**src/rtl/descrambler_64b66b_rx.sv**
```systemverilog
// 64b/66b receive descrambler (x^58 + x^39 + 1, self-synchronizing) with
// sync-header block-lock state machine and gearbox bit-slip request.
module descrambler_64b66b_rx #(
  parameter int unsigned LOCK_CNT  = 64,
  parameter int unsigned ERR_LIMIT = 16,
  parameter int unsigned WINDOW    = 64,
  parameter int unsigned SLIP_WAIT = 4
) (
  input  logic        CLK,
  input  logic        reset_n,
  input  logic        rx_valid,
  input  logic [1:0]  rx_header,
  input  logic [63:0] rx_data,
  output logic        out_valid,
  output logic [1:0]  out_header,
  output logic [63:0] out_data,
  output logic        hdr_err,
  output logic        block_lock,
  output logic        slip
);

  localparam int unsigned SH_W   = $clog2(LOCK_CNT + 1);
  localparam int unsigned ERR_W  = $clog2(ERR_LIMIT + 1);
  localparam int unsigned WIN_W  = $clog2(WINDOW + 1);
  localparam int unsigned WAIT_W = $clog2(SLIP_WAIT + 1);

  localparam logic [1:0] ST_HUNT   = 2'd0;
  localparam logic [1:0] ST_SLIP   = 2'd1;
  localparam logic [1:0] ST_LOCKED = 2'd2;

  logic [1:0]        state, state_nx;
  logic [SH_W-1:0]   sh_cnt, sh_nx, sh_inc;
  logic [ERR_W-1:0]  err_cnt, err_nx, err_inc;
  logic [WIN_W-1:0]  win_cnt, win_nx, win_inc;
  logic [WAIT_W-1:0] wait_cnt, wait_nx, wait_inc;
  logic              slip_nx;
  logic [57:0]       prev;
  logic [121:0]      ext_c;
  logic [63:0]       desc_c;
  logic              hdr_ok_c;
  logic              emit_c;

  // Previous scrambled bits sit below the current word so taps index one vector
  assign ext_c    = {rx_data, prev};
  assign hdr_ok_c = rx_header[1] ^ rx_header[0];
  assign emit_c   = rx_valid && (state == ST_LOCKED);

  always_comb begin
    desc_c = '0;
    for (int i = 0; i < 64; i++) begin
      desc_c[i] = ext_c[58 + i] ^ ext_c[i + 19] ^ ext_c[i];
    end
  end

  assign sh_inc   = sh_cnt + SH_W'(1);
  assign wait_inc = wait_cnt + WAIT_W'(1);
  assign win_inc  = win_cnt + WIN_W'(1);
  assign err_inc  = err_cnt + ERR_W'(!hdr_ok_c);

  // Block-lock next state; advances only on valid blocks
  always_comb begin
    state_nx = state;
    sh_nx    = sh_cnt;
    err_nx   = err_cnt;
    win_nx   = win_cnt;
    wait_nx  = wait_cnt;
    slip_nx  = 1'b0;
    if (rx_valid) begin
      case (state)
        ST_HUNT: begin
          if (!hdr_ok_c) begin
            state_nx = ST_SLIP;
            sh_nx    = '0;
            wait_nx  = '0;
            slip_nx  = 1'b1;
          end else if (sh_inc == SH_W'(LOCK_CNT)) begin
            state_nx = ST_LOCKED;
            sh_nx    = '0;
            win_nx   = '0;
            err_nx   = '0;
          end else begin
            sh_nx = sh_inc;
          end
        end
        ST_SLIP: begin
          if (wait_inc == WAIT_W'(SLIP_WAIT)) begin
            state_nx = ST_HUNT;
            wait_nx  = '0;
            sh_nx    = '0;
          end else begin
            wait_nx = wait_inc;
          end
        end
        ST_LOCKED: begin
          // Loss of lock takes priority over a window rollover on the same block
          if (err_inc == ERR_W'(ERR_LIMIT)) begin
            state_nx = ST_SLIP;
            slip_nx  = 1'b1;
            win_nx   = '0;
            err_nx   = '0;
            wait_nx  = '0;
            sh_nx    = '0;
          end else if (win_inc == WIN_W'(WINDOW)) begin
            win_nx = '0;
            err_nx = '0;
          end else begin
            win_nx = win_inc;
            err_nx = err_inc;
          end
        end
        default: begin
          state_nx = ST_HUNT;
          sh_nx    = '0;
          err_nx   = '0;
          win_nx   = '0;
          wait_nx  = '0;
        end
      endcase
    end
  end

  always_ff @(posedge CLK or negedge reset_n) begin
    if (!reset_n) begin
      state    <= ST_HUNT;
      sh_cnt   <= '0;
      err_cnt  <= '0;
      win_cnt  <= '0;
      wait_cnt <= '0;
      prev     <= '0;
    end else begin
      state    <= state_nx;
      sh_cnt   <= sh_nx;
      err_cnt  <= err_nx;
      win_cnt  <= win_nx;
      wait_cnt <= wait_nx;
      if (rx_valid) prev <= rx_data[63:6];
    end
  end

  // Registered outputs
  always_ff @(posedge CLK or negedge reset_n) begin
    if (!reset_n) begin
      out_valid  <= 1'b0;
      out_header <= '0;
      out_data   <= '0;
      hdr_err    <= 1'b0;
      block_lock <= 1'b0;
      slip       <= 1'b0;
    end else begin
      out_valid  <= emit_c;
      hdr_err    <= emit_c && !hdr_ok_c;
      block_lock <= (state_nx == ST_LOCKED);
      slip       <= slip_nx;
      if (emit_c) begin
        out_header <= rx_header;
        out_data   <= desc_c;
      end
    end
  end

endmodule
```
**config.mk**
```make
export PLATFORM = sky130hd
export DESIGN_NAME = descrambler_64b66b_rx
export DESIGN_NICKNAME = d
export VERILOG_FILES = /design/src/rtl/descrambler_64b66b_rx.sv
export SDC_FILE = /design/constraint.sdc
export NUM_CORES = 1
export LEC_CHECK = 0
export CORE_ASPECT_RATIO = 2
export CORE_MARGIN = 8
export CORE_UTILIZATION = 47
export DETAILED_ROUTE_END_ITERATION = 10
export GPL_TIMING_DRIVEN = 0
export HOLD_SLACK_MARGIN = 0.03
export PLACE_DENSITY = 0.69
export SLEW_MARGIN = 20
export SYNTH_ARGS = -nofsm -noshare
export SYNTH_HDL_FRONTEND = slang
export SYNTH_SLANG_ARGS = --single-unit
```
**constraint.sdc**
```tcl
create_clock -name CLK -period 4.58 [get_ports CLK]
set_input_delay 1.374 -clock CLK [delete_from_list [all_inputs] [get_ports CLK]]
set_output_delay 1.374 -clock CLK [all_outputs]
set_load 0.01 [all_outputs]
```
==> results of run 1 <==
==> power by group <==
part / leakage [uW] / internal (uW) / switching, uW
clock: 0.000289 / 788 / 628
combinational: 0.00178 / 286 / 232
sequential: 0.00197 / 1420 / 92.4
==> synthesized netlist by cell type, drive strengths merged, types with 8 or more instances <==
| cell | n |
|---|---|
| nand3 | 13 |
| dfrtp | 152 |
| xnor2 | 67 |
| nand2 | 84 |
| mux2 | 62 |
| clkbuf | 23 |
| o21ai | 71 |
| xor2 | 65 |
| nor2 | 12 |
| nor3 | 8 |
==> layout by cell type, fill, tap and decap left out, types with 5 or more instances in the layout <==
master,instances
nand3_1,13
o21ai_0,71
nand2_1,84
and3_1,6
nor2_1,12
inv_1,6
clkbuf_1,23
dfrtp_1,152
a21oi_1,5
clkdlybuf4s50_1,137
clkbuf_16,17
nor3_1,8
mux2_2,58
inv_6,7
a21o_1,6
ha_1,6
xnor2_1,66
xor2_1,65
==> per-stage QoR <==
stage	setup WS, ps	cells	area (um2)	TNS [ps]
after CTS	164.4	1014	9530	0
after detailed placement	-256.1	982	8941	-797.4
final	367.3	1014	9538	0
after floorplan	1063	645	7279	0
after global placement	-4048	981	8909	-612390
after global routing	266.1	1014	9538	0
==> sequential cells by signal, summed over array words and instances, names as in the netlist <==
| register | cells |
|---|---|
| hdr_err | 1 |
| state | 2 |
| out_data | 64 |
| err_cnt | 5 |
| prev | 58 |
| out_valid | 1 |
| block_lock | 1 |
| wait_cnt | 3 |
| slip | 1 |
| out_header | 2 |
| win_cnt | 7 |
| sh_cnt | 7 |
==> area by class of cell <==
cell class	instances	area share
clock inverters	14	0.01574
inverters	6	0.002361
flip-flops and latches	152	0.3988
repair buffers	139	0.1482
clock buffers	18	0.04604
well taps	198	0.02597
plain buffers	27	0.01220
multi-input cells	460	0.3506
==> routing by layer <==
| metal | track usage | share of wire | vias up | routed length [um] |
|---|---|---|---|---|
| li1 | - | - | 2536 | - |
| met1 | 0.2146 | 0.34 | 2823 | 7520 |
| met2 | 0.4226 | 0.56 | 186 | 12360 |
| met3 | 0.05511 | 0.054 | 51 | 1184 |
| met4 | 0.1340 | 0.040 | 0 | 874 |
| met5 | 0 | 0 | - | 0 |
==> cell families after synthesis <==
| family | Yosys count | share of synthesized area |
|---|---|---|
| multiplexers | 63 | 0.09935 |
| XOR/XNOR | 132 | 0.1588 |
| adder cells (fa/ha/maj) | 6 | 0.01031 |
| flip-flops | 152 | 0.5225 |
| buffers and inverters | 33 | 0.01908 |
| AND/OR/NAND/NOR | 147 | 0.09453 |
| AO/OA/AOI/OAI | 112 | 0.09540 |
==> worst min path at each step <==
stage / from / end / slack [ps] / cells after the start
after detailed placement: out_data[3]$_DFFE_PN0P_ / out_data[3]$_DFFE_PN0P_ / 470 / 2
after floorplan: wait_cnt[1]$_DFFE_PN0P_ / wait_cnt[1]$_DFFE_PN0P_ / 480 / 1
after global placement: out_data[60]$_DFFE_PN0P_ / out_data[60]$_DFFE_PN0P_ / 470 / 2
after global routing: out_header[0]$_DFFE_PN0P_ / out_header[0]$_DFFE_PN0P_ / 520 / 2
final: out_data[57]$_DFFE_PN0P_ / out_data[57]$_DFFE_PN0P_ / 480 / 2
after CTS: out_data[3]$_DFFE_PN0P_ / out_data[3]$_DFFE_PN0P_ / 480 / 2
==> worst reg2reg max path: cells and delay by family, from the launching register on <==
family / cells / cell delay, ps
and+or+nand+nor: 1 / 60
AOI/OAI and AO/OA: 4 / 1070
DFF: 1 / 360
buffers and inverters: 1 / 490
adders and majority gates: 2 / 560
==> summary.txt, run 1 <==
Floorplanning
  – Num ports: 139
  – Initial Util: 0.4785
  – Row count: 64
  – Die area: ~0.020 mm2
  – Core area: about 0.015 mm2
  – Width of the die: ~100 um
  – DIE HEIGHT: between 150 and 200 um

Synthesis
  – Yosys top cell by area: dfrtp_1
  – Post-synth EDFFs: 0
  – Flops & latches, synth: around 150
  – Fraction of registers with async set/reset: 1.000
  – Largest cells by area after synthesis: dfrtp_1 (52%), mux2_2 (9.0%), xnor2_1 (8.1%), xor2_1 (7.8%), o21ai_0 (4.9%)
  – Post-Syn Area: between 0.007 and 0.008 mm2
  – Sequential area share after synthesis: 0.5225
  – Yosys top cell area share: 0.5225
  – Synth cell types: 56
  – Cells after synthesis: between 600 and 700
  – Net Count, Synth: between 700 and 800
  – Most used DFF post-synth: dfrtp_1
  – Syn avg cell area: between 10 and 15 um2
  – Syn. warnings: 0

CTS
  – H-tree levels: 4
  – Clock transition at path regs: 70 ps
  – Post-CTS setup buffer count: 0
  – CTS tree: done
  – Post-CTS resize count: 0
  – Hold_buf cts: 0
  – TritonCTS Sinks: about 150
  – Root Buffer: clkbuf_16
  – Cts bufs inserted: 17
  – Clk_lat worst skew: roughly 430 ps
  – CTS max path bufs: 2

Worst setup path
  – CP dominant cell by count: ha_1
  – Worst Reg-to-Reg Cells: 8
  – Flop-to-flop setup slack: 1950 ps
  – Crit path max-delay family: compound AO/OA/AOI/OAI gates
  – CP endpoint kind: flop
  – Critical path arrival: 4550 ps
  – Crit-path slowest cell: clkbuf_1
  – Worst-path cell chain: clkdlybuf4s50_1 -> xnor2_2 -> ha_1 -> ha_1 -> nor2_1 -> o2bb2ai_1 -> a21oi_2 -> clkbuf_1 -> o221ai_1 -> o31ai_1
  – Worst EP required: between 4000 and 5000 ps
  – Largest stage delay, worst path: approximately 500 ps
  – Reg2Reg Capture Point: win_cnt[6]$_DFFE_PN0P_
  – Crit path from: rx_header[0]
  – Worst setup path category: in2reg
  – Crit path depth: 10
  – Crit-path max FO: 10
  – Critical Path End: win_cnt[6]$_DFFE_PN0P_
  – Bufs and invs on worst path: 2
  – FF-to-FF Start: err_cnt[0]$_DFFE_PN0P_
  – CP Launch Type: input pin

Layout
  – Diodes inserted: 0
  – Reg area: between 0.003 and 0.004 mm2
  – Multi-input gate area: approximately 0.0033 mm2
  – Final cell utilization of the core: 0.6269
  – Layout Nets: between 800 and 900
  – Fraction of layout cells with a size suffix above 1: 0.1311
  – Filler cell count in the final layout: approximately 1.2k
  – P&R area growth vs syn: 31.02%

STA
  – Period utilization: 0.9198
  – Final setup viols: 0
  – Worst slew margin: 0.3963
  – Final hold slack: approximately 480 ps
  – Achievable Freq: approximately 0.24 GHz
  – Unrepaired setup endpoints after global routing: false
  – Tmin final: about 4200 ps
  – Final slew viol count: 0
  – Slew @ Worst Pin: around 910 ps
  – Clock skew: around 10 ps
  – Final hold vios: 0

Hold path
  – Min-delay worst type: reg2reg

GRT
  – First-pass GRT wire length: around 34 mm
  – Largest net degree at the start of global routing: 90
  – Total grt overflow: 0
  – Vias in the first global route: roughly 6.1k
  – Initial antenna violation count: 0
  – Total Routing Usage GR: 0.2243

Flow run
  – MaxCap Viol Count: 0

Run status
  – Status: complete, no violations

Pwr
  – Total Power: approximately 3400 uW
  – Power Dens Cells: roughly 360 mW/mm2
  – VDD IR max: 0.0002893 V
  – P_leak: between 0.004 and 0.005 uW

Route
  – Initial DRC Count: ~300
  – Drc violations: 0
  – Routed wire per std cell: 21.63 um
  – DRT antenna net count: 0
  – Vias/cell: about 5.5
  – Post-Route WL: ~22 mm
  – DR vias: approximately 5.6k
  – First drt pass iteration count: 5

Placed design
  – Final Wtd Congestion: between 0.8 and 0.9
  – Dpl hpwl: 16.19 mm
  – Input/output buffers: approximately 140
(Power assumes the default switching activity.)
==> run 2, diff against run 1 <==
==> constraint.sdc (replaced) <==
create_clock -name CLK -period 4.21 [get_ports CLK]
set_input_delay 1.263 -clock CLK [delete_from_list [all_inputs] [get_ports CLK]]
set_output_delay 1.263 -clock CLK [all_outputs]
set_load 0.01 [all_outputs]
==> run 2 against run 1 <==
  * Register-to-register slack worse by 180 ps
  * Clock skew is 0.57 ps lower
  * Clock-buffer cell count stayed put
  * Routed wire length hardly changed
  * Critical path depth stayed put
  * First-iteration DRC count is 7.1% higher
  * Worst setup slack worse by 78 ps
  * Design area hardly changed
  * Hold slack hardly changed
  * Flip-flop and latch count stayed put
  * Sequential share of layout area hardly changed
  * Power is 8.8% higher
==> summary.txt, run 2 (synthesized netlist as in run 1, its figures left out) <==
CTS
  – Clock transition at path regs: 70 ps
  – H-tree levels: 4
  – CTS max path bufs: 2
  – Clk_lat worst skew: between 400 and 500 ps
  – CTS tree: done
  – Root Buffer: clkbuf_16
  – TritonCTS Sinks: roughly 150
  – Cts bufs inserted: 17

Floorplanning
  – Width of the die: between 100 and 150 um
  – DIE HEIGHT: between 150 and 200 um
  – Die area: roughly 0.020 mm2
  – Num ports: 139
  – Initial Util: 0.4785
  – Core area: ~0.015 mm2
  – Row count: between 60 and 70

Layout
  – Max reg flops: 64
  – Filler cell count in the final layout: roughly 1.2k
  – Non-filler cells, final: between 1k and 1.5k
  – Most common cell after layout, fill and taps aside: dfrtp_1
  – Largest regs: out_data x64, prev x58
  – Fraction of layout cells with a size suffix above 1: 0.1324
  – Diodes inserted: 0
  – Reg area: about 0.0038 mm2
  – P&R area growth vs syn: 31.04%
  – Multi-input gate area: 0.003344 mm2
  – Most frequent cells in the layout: dfrtp_1 (152), clkdlybuf4s50_1 (137), nand2_1 (84)
  – Most flop-heavy register: out_data
  – Layout Nets: 878

STA
  – Tmin final: a little under 4000 ps
  – Unrepaired setup endpoints after global routing: false
  – Final slew viol count: 0
  – Period utilization: 0.9314
  – Final setup viols: 0
  – Final hold vios: 0
  – Worst slew margin: 0.3953
  – Achievable Freq: 0.2550 GHz
  – Clock skew: around 9.8 ps
  – Slew @ Worst Pin: 907.0 ps

Pwr
  – Total Power: ~3700 uW
  – P_leak: about 0.004 uW
  – NetSw: around 1000 uW
  – Sw frac: 0.2762
  – Internal power: around 2700 uW
  – Clock power share: 0.411
  – Sequential Power Share: 0.439
  – VDD IR max: just over 0.0003 V
  – Logic gate share of total power: 0.150
  – Power Dens Cells: just under 400 mW/mm2

Worst setup path
  – Crit-path slowest cell: clkdlybuf4s50_1
  – Crit path max-delay family: compound AO/OA/AOI/OAI gates
  – CP endpoint kind: flop
  – Largest stage delay, worst path: 460 ps
  – Worst-path cell chain: clkdlybuf4s50_1 -> xnor2_2 -> ha_1 -> ha_1 -> nor2_1 -> o2bb2ai_1 -> a21oi_2 -> clkbuf_2 -> o221ai_1 -> o31ai_1
  – Crit-path max FO: 10
  – Worst setup path category: in2reg
  – Worst EP required: between 4000 and 5000 ps
  – Critical path arrival: approximately 4300 ps
  – CP Launch Type: input pin
  – CP dominant cell by count: ha_1
  – Flop-to-flop setup slack: ~1800 ps
  – Bufs and invs on worst path: 2

GRT
  – Vias in the first global route: 6075
  – Total Routing Usage GR: 0.2242
  – Largest net degree at the start of global routing: 90
  – First-pass GRT wire length: 33.98 mm
  – Initial antenna violation count: 0
  – Total grt overflow: 0

Placed design
  – Cells after DPL: around 980
  – Input/output buffers: roughly 140
  – Dpl hpwl: around 16 mm
  – Final Wtd Congestion: around 0.86

Route
  – Vias/cell: roughly 5.5
  – DR top layer: met4
  – First drt pass iteration count: 5
  – Post-Route WL: 21.93 mm
  – Drc violations: 0
  – DRT antenna net count: 0
  – Routed wire per std cell: approximately 22 um
  – Met2 wire length: between 10 and 15 mm
  – Met1 wire length: approximately 7.6 mm
  – Met3 routed wirelength: ~1.1 mm
  – Initial DRC Count: around 320
  – DR vias: around 5.6k

Run status
  – Status: complete, no violations

Hold path
  – Min-delay worst type: reg2reg

Flow run
  – MaxCap Viol Count: 0
==> run 2: per-stage QoR <==
stage / utilization / setup TNS (ps) / setup slack, ps / cell area [um2] / hold slack [ps]
after floorplan: - / 0 / 804.0 / 7279 / 479.6
after global placement: 0.5855 / -654210 / -4307 / 8909 / 465.6
after detailed placement: 0.5877 / -4474 / -515.1 / 8941 / 469.6
after CTS: 0.6269 / 0 / 151.3 / 9538 / 483.8
after global routing: 0.6270 / 0 / 199.0 / 9539 / 515.1
final: 0.6270 / 0 / 288.9 / 9539 / 476.8
==> run 2: what timing repair did <==
action | in CTS | in global routing
endpoints found under the hold margin | 0 | 0
gates resized for setup | 1 | 2
setup endpoints to repair | 1 | 1
hold buffers | 0 | 0
buffers inserted | 0 | 0
==> run 2: per-layer routing <==
metal  up-vias  global-route usage
met5         -                   0
met4         0              0.1273
met3        56             0.05578
met2       180              0.4241
met1      2823              0.2151
li1       2533                   -
==> run 2: final cells by class <==
type	count	share of cell area
sequential	152	0.3987
multi-input combinational	460	0.3506
timing repair buffer	139	0.1482
clock buffer	18	0.04604
tap	198	0.02597
clock inverter	14	0.01574
buffer	27	0.01233
inverter	6	0.002361
==> run 2: final timing paths <==
kind,start,endpoint,cells after the start
worst min-delay path,out_data[57]$_DFFE_PN0P_,out_data[57]$_DFFE_PN0P_,2
worst min register to register,out_data[57]$_DFFE_PN0P_,out_data[57]$_DFFE_PN0P_,2
max in group asynchronous,reset_n,out_data[44]$_DFFE_PN0P_,2
worst max register to register,err_cnt[0]$_DFFE_PN0P_,win_cnt[6]$_DFFE_PN0P_,8
worst max-delay path,rx_header[0],win_cnt[6]$_DFFE_PN0P_,10
min in group asynchronous,reset_n,win_cnt[2]$_DFFE_PN0P_,1
==> run 2: power groups by stage <==
stage,clock network [uW],logic [uW],registers [uW]
final,1540,563,1650
after global routing,1610,613,1660
after detailed placement,0,564,1670
after CTS,1550,568,1640
after floorplan,0,371,1650
after global placement,0,543,1660
==> run 2: worst register-to-register path, cell delays in order (launching register included) <==
cell       delay, ps
dfrtp_1          360
ha_1             260
ha_1             290
nor2_1            60
o2bb2ai_1        190
a21oi_2          420
clkbuf_2         360
o221ai_1         180
o31ai_1          220
==> run 3, diff against run 2 <==
--- a/config.mk
+++ b/config.mk
@@ -5,6 +5,7 @@
 export SDC_FILE = /design/constraint.sdc
 export NUM_CORES = 1
 export LEC_CHECK = 0
+export ABC_CLOCK_PERIOD_IN_PS = 4210
 export CORE_ASPECT_RATIO = 2
 export CORE_MARGIN = 8
 export CORE_UTILIZATION = 47
==> results of run 3 <==
Same layout as run 2: the final DEF is identical, and so are final timing and power.
